### src/rtl/tri_fetch_sched.sv
// Frame walker: per instance fetches record + descriptors, per triangle fetches
// the index triple and three vertices, then hands one assembled triangle downstream.
module tri_fetch_sched #(
  parameter int MAX_VERT     = 8192,
  parameter int MAX_TRI      = 8192,
  parameter int MAX_INST     = 256,
  parameter int MAX_VERT_CNT = 4096,
  parameter int MAX_TRI_CNT  = 4096,
  parameter int VTX_W        = 108,
  parameter int TRANS_W      = 384,
  localparam int VA_W   = $clog2(MAX_VERT),
  localparam int TA_W   = $clog2(MAX_TRI),
  localparam int IA_W   = $clog2(MAX_INST),
  localparam int VIDX_W = $clog2(MAX_VERT_CNT),
  localparam int TIDX_W = $clog2(MAX_TRI_CNT)
) (
  input  logic                clk,
  input  logic                rst_render,
  input  logic                start,
  input  logic                abort,
  input  logic [IA_W:0]       num_inst,
  input  logic                mem_ready,
  output logic [IA_W-1:0]     inst_id_rd,
  output logic                capture_inst,
  output logic [TA_W-1:0]     tri_addr_rd,
  output logic [VA_W-1:0]     vert_addr_rd,
  input  logic [TRANS_W-1:0]  transform_in,
  input  logic [VA_W-1:0]     vbase_in,
  input  logic [VIDX_W-1:0]   vcount_in,
  input  logic [TA_W-1:0]     tbase_in,
  input  logic [TIDX_W-1:0]   tcount_in,
  input  logic [3*VIDX_W-1:0] idx_tri_in,
  input  logic [VTX_W-1:0]    vert_in,
  output logic                out_valid,
  input  logic                out_ready,
  output logic [VTX_W-1:0]    out_v0,
  output logic [VTX_W-1:0]    out_v1,
  output logic [VTX_W-1:0]    out_v2,
  output logic [TRANS_W-1:0]  out_xform,
  output logic [IA_W-1:0]     out_inst,
  output logic                busy,
  output logic                frame_done,
  output logic                idx_err
);

  typedef enum logic [3:0] {
    S_IDLE, S_INST_RD, S_CAPTURE, S_DESC_W0, S_DESC_W1, S_TRI_RD, S_TRI_W,
    S_VRD0, S_VRD1, S_VRD2, S_VRD3, S_OUT, S_NEXT_INST, S_DONE
  } state_t;

  typedef struct packed {
    logic [VIDX_W-1:0] i0;
    logic [VIDX_W-1:0] i1;
    logic [VIDX_W-1:0] i2;
  } idx_t;

  state_t              state, state_n;
  idx_t                idx_in;
  logic [IA_W:0]       num_q;
  logic [IA_W-1:0]     inst_ctr;
  logic [TIDX_W-1:0]   tri_ctr;
  logic [VA_W-1:0]     vbase_q;
  logic [VIDX_W-1:0]   vcount_q;
  logic [TA_W-1:0]     tbase_q;
  logic [TIDX_W-1:0]   tcount_q;
  logic [VIDX_W-1:0]   i1_q, i2_q;
  logic [TIDX_W:0]     tri_inc;
  logic [IA_W:0]       inst_inc;
  logic                tri_last, inst_last, accept;

  assign idx_in    = idx_tri_in;
  assign accept    = start && mem_ready;
  // Extra MSB keeps the "ctr < count-1" tests exact at full-scale counts.
  assign tri_inc   = {1'b0, tri_ctr} + (TIDX_W+1)'(1);
  assign inst_inc  = {1'b0, inst_ctr} + (IA_W+1)'(1);
  assign tri_last  = tri_inc >= {1'b0, tcount_q};
  assign inst_last = inst_inc >= num_q;

  assign inst_id_rd   = inst_ctr;
  assign out_inst     = inst_ctr;
  assign tri_addr_rd  = tbase_q + TA_W'(tri_ctr);
  assign busy         = state != S_IDLE;
  // Strobes are masked by abort so a same-cycle abort never completes a handshake.
  assign out_valid    = (state == S_OUT) && !abort;
  assign capture_inst = (state == S_CAPTURE) && !abort;
  assign frame_done   = (state == S_DONE) && !abort;

  always_ff @(posedge clk) begin
    if (rst_render) state <= S_IDLE;
    else            state <= state_n;
  end

  always_comb begin
    state_n = state;
    case (state)
      S_IDLE:      if (accept) state_n = (num_inst == '0) ? S_DONE : S_INST_RD;
      S_INST_RD:   state_n = S_CAPTURE;
      S_CAPTURE:   state_n = S_DESC_W0;
      S_DESC_W0:   state_n = S_DESC_W1;
      S_DESC_W1:   state_n = (tcount_in == '0) ? S_NEXT_INST : S_TRI_RD;
      S_TRI_RD:    state_n = S_TRI_W;
      S_TRI_W:     state_n = S_VRD0;
      S_VRD0:      state_n = S_VRD1;
      S_VRD1:      state_n = S_VRD2;
      S_VRD2:      state_n = S_VRD3;
      S_VRD3:      state_n = S_OUT;
      S_OUT:       if (out_ready) state_n = tri_last ? S_NEXT_INST : S_TRI_RD;
      S_NEXT_INST: state_n = inst_last ? S_DONE : S_INST_RD;
      S_DONE:      state_n = S_IDLE;
      default:     state_n = S_IDLE;
    endcase
    if (abort) state_n = S_IDLE;
  end

  always_ff @(posedge clk) begin
    if (rst_render) begin
      num_q        <= '0;
      inst_ctr     <= '0;
      tri_ctr      <= '0;
      vbase_q      <= '0;
      vcount_q     <= '0;
      tbase_q      <= '0;
      tcount_q     <= '0;
      i1_q         <= '0;
      i2_q         <= '0;
      vert_addr_rd <= '0;
      out_v0       <= '0;
      out_v1       <= '0;
      out_v2       <= '0;
      out_xform    <= '0;
      idx_err      <= 1'b0;
    end else if (!abort) begin
      case (state)
        S_IDLE: if (accept) begin
          num_q    <= num_inst;
          inst_ctr <= '0;
          idx_err  <= 1'b0;
        end
        S_CAPTURE: out_xform <= transform_in;
        S_DESC_W1: begin
          vbase_q  <= vbase_in;
          vcount_q <= vcount_in;
          tbase_q  <= tbase_in;
          tcount_q <= tcount_in;
          tri_ctr  <= '0;
        end
        // Vertex address is registered one state early so it is live during VRDn.
        S_TRI_W: begin
          i1_q         <= idx_in.i1;
          i2_q         <= idx_in.i2;
          vert_addr_rd <= vbase_q + VA_W'(idx_in.i0);
          if (idx_in.i0 >= vcount_q || idx_in.i1 >= vcount_q || idx_in.i2 >= vcount_q)
            idx_err <= 1'b1;
        end
        S_VRD0: vert_addr_rd <= vbase_q + VA_W'(i1_q);
        S_VRD1: begin
          vert_addr_rd <= vbase_q + VA_W'(i2_q);
          out_v0       <= vert_in;
        end
        S_VRD2: out_v1 <= vert_in;
        S_VRD3: out_v2 <= vert_in;
        S_OUT: if (out_ready) tri_ctr <= tri_ctr + TIDX_W'(1);
        S_NEXT_INST: inst_ctr <= inst_ctr + IA_W'(1);
        default: ;
      endcase
    end
  end

endmodule

### config.mk
export PLATFORM = sky130hd
export DESIGN_NAME = tri_fetch_sched
export DESIGN_NICKNAME = d
export VERILOG_FILES = /design/src/rtl/tri_fetch_sched.sv
export SDC_FILE = /design/constraint.sdc
export NUM_CORES = 2
export LEC_CHECK = 0
export BUFFER_PORTS_ARGS = -buffer_cell sky130_fd_sc_hd__buf_4
export CORE_AREA = 4 4 518 520
export DETAILED_ROUTE_END_ITERATION = 7
export DIE_AREA = 0 0 522 524
export GPL_TIMING_DRIVEN = 0
export PLACE_DENSITY = 0.41
export SLEW_MARGIN = 20
export SYNTH_ARGS = -nofsm -noshare
export SYNTH_HDL_FRONTEND = slang
export SYNTH_SLANG_ARGS = --single-unit
### constraint.sdc
create_clock -name clk -period 3.7 [get_ports clk]
set_input_delay 0.74 -clock clk [delete_from_list [all_inputs] [get_ports clk]]
set_output_delay 0.74 -clock clk [all_outputs]
set_load 0.02 [all_outputs]
==> out/results.txt <==
Initial antenna violation count - 119
Slew Limit Fails - 0
CP endpoint kind - output pin
H-tree Lvls - 3
Final WL - 242,500 um
Vias per cell - 3.761
Ys flop type - dfxtp_1
Post-synthesis compound-gate area fraction - 0.1562
Yosys top cell area share - 0.5240
Seq cells post-synth - 829
Critical path's largest stage delay - 0.37 ns
Vias in the first global route - 33,794
Residual DRC - 0
Clk slew on worst S/H paths - 0.06 ns
HPWL Detailed - 208,900 um
Static Leak - 19.49 nW
ANT nets after route - 0
Layout cell share with drive strength beyond 1 - 0.3055
Max Clock Skew - 0.04408 ns
Maximum buffer depth of the clock tree - 3
Die W - 522 um
Sequential fraction of the synthesis area - 0.5240
Clk_lat worst skew - 0.77 ns
Number of detailed-route iterations in the first pass - 7
Hold WS - 0.2159 ns
RSZ-0062 raised after global routing - true
CP Class - reg2out
Post-synthesis adder-cell area fraction - 0.03405
Clock period minus final worst setup slack - 3.627 ns
Final GP Congestion - 0.9110
Worst Tran Pin Value - 1.044 ns
Final Hold Fails - 0
Clock sinks - 829
Inserted Clock Buffers - 103
Global-route wire length before repair - 311,000 um
Max-cap violations - 0
Area delta synth->final - 58.04%
Routed via count - 34,419
Avg Inst Size Synth - 7.850 um^2
TritonCTS clock tree - yes
Status - completed
Cells after DPL - 8,918
Pwr/cell area - 418.7 nW/um^2
Hold Path Class - in2reg
Largest family of logic cells by synthesized area - simple AND/OR/NAND/NOR gates
Syn nets - 4,713
Synth async-reset ratio - 0
Nets - 6,170
Gr ovfl total - 0
Synth Area in Simple Gates - 0.2250
Multiplexer share of the synthesized area - 0.002844
Post-Synth XOR/XNOR Area - 0.009639
Non-filler cells, final - 9,151
Final-layout fill cell count - 30,067
Initial drt markers - 1,957
Largest net degree at the start of global routing - 17
I/O Buffers - 1,346
Synth warnings - 0
Endpoints failing setup - 0
Yosys top cell by area - dfxtp_1
CP required - 2.96 ns
Relative slew slack - 0.2988
Slowest cell on the critical path - dfxtp_2
Critical path buffer and inverter count - 1
Aggregate global-route resource usage - 0.1679
Fmax - 275.7 MHz
Commonest non-fill, non-tap cell in the layout - nand2_1
Area of the die - 273,500 um^2
Post-synth EDFFs - 0
Row cnt - 189
CP cell instances - ha_1 > nor2b_2 > o21ai_1 > a21oi_1 > a41oi_1 > and2_1 > xnor2_2 > buf_4
Clk root buf - clkbuf_16
CP startpoint kind - flop
Core Area - 264,100 um^2
Most frequent cells in the layout - nand2_1 (1,628), buf_4 (1,389), a21oi_1 (838)
Maximum vdd drop - 0.3329 mV
Period Utilization, post-route - 0.9803
Synth cell types - 65
Main area contributors after synthesis - dfxtp_1 (52%), nand2_1 (19%), a21oi_1 (13%), ha_1 (3.3%), clkbuf_1 (1.6%)
Crit path max fanout - 7
Netlist Area Pre-Place - 31,670 um^2
Syn Inst Count - 4,035
Crit path max-delay family - compound AO/OA/AOI/OAI gates
Die Y - 524 um
Ports - 1,348
Routed WL per cell - 26.50 um
Initial Util - 0.1199
WP data arrival - 2.89 ns
flip-flops by register name, summed over array words and instances, names as in the netlist, 13 cells and up:
name and count:
out_v1 108, vbase_q 13, vert_addr_rd 13, out_v0 108, out_v2 108, out_xform 384
tbase_q 13
where the power goes:
part | total [W] | internal [W] | switching (W)
registers | 0.00897 | 0.00895 | 0.0000191
logic | 0.00127 | 0.000541 | 0.000727
clock network | 0.0107 | 0.00627 | 0.00445
total | 0.0210 | 0.0158 | 0.00519
metrics by stage:
| step | util | total power [W] | TNS [ns] | cell area, um^2 | setup WS (ns) |
|---|---|---|---|---|---|
| after floorplan | - | 0.009458 | 0 | 31670 | 0.7968 |
| after global placement | 0.1749 | 0.01044 | -450.64 | 46200 | -2.022 |
| after detailed placement | 0.1753 | 0.01046 | -0.3897 | 46310 | -0.3678 |
| after CTS | 0.1890 | 0.02129 | -0.1958 | 49920 | -0.08344 |
| after global routing | 0.1893 | 0.02166 | -0.3798 | 50020 | -0.1397 |
| final | 0.1895 | 0.02096 | 0 | 50060 | 0.07294 |
layout make-up:
type / instances / area [um^2] / share of cell area
buffer: 280 / 1390 / 0.02777
inverter: 43 / 166.4 / 0.003324
timing repair buffer: 1353 / 10210 / 0.2041
multi-input combinational: 2882 / 13610 / 0.2719
tap: 3533 / 4420 / 0.08831
clock buffer: 160 / 3063 / 0.06119
antenna: 41 / 102.6 / 0.002050
sequential: 829 / 16610 / 0.3318
clock inverter: 30 / 481.7 / 0.009623
synthesized netlist by cell type (20+ instances only):
cell type / instances
nand2_1: 1629
a21oi_1: 840
dfxtp_1: 829
clkbuf_1: 136
buf_2: 84
ha_1: 83
nor2_1: 63
inv_1: 42
buf_4: 40
o21ai_0: 28
nor3_1: 20
xnor2_1: 20
logic make-up after synthesis:
kind of cell | Yosys count
AO/OA/AOI/OAI | 947
XOR/XNOR | 34
adder cells (fa/ha/maj) | 85
buffers and inverters | 324
flip-flops | 829
multiplexers | 9
AND/OR/NAND/NOR | 1807
layer usage:
| metal | share of wire | vias up | GRT usage |
|---|---|---|---|
| met5 | 0.0011 | - | 0 |
| met2 | 0.50 | 1497 | 0.3067 |
| met3 | 0.084 | 346 | 0.05565 |
| met4 | 0.051 | 40 | 0.06959 |
| met1 | 0.36 | 16358 | 0.1757 |
| li1 | - | 16178 | - |
what timing repair did:
| action | 4_1_cts | 5_1_grt |
|---|---|---|
| endpoints found under the setup margin | 7 | 11 |
| buffers inserted | 2 | 1 |
| resized for setup | 18 | 16 |
| pin swaps | 8 | 6 |
| hold buffers | 0 | 0 |
worst min-delay path, stage by stage:
cell and delay (ns):
buf_4 0.11, nand2_1 0.04, a21oi_1 0.05
worst paths after layout:
path	endpoint	depth (start not counted)	from	slack [ns]
worst max register to register	vert_addr_rd[11]	15	state[0]	0.30
worst max-delay path	tri_addr_rd[9]	8	tri_ctr[2]	0.07
worst min register to register	out_v1[84]	2	out_v1[84]	0.45
worst min-delay path	out_xform[140]	3	transform_in[140]	0.22
Power figures use the tool's default switching activity.
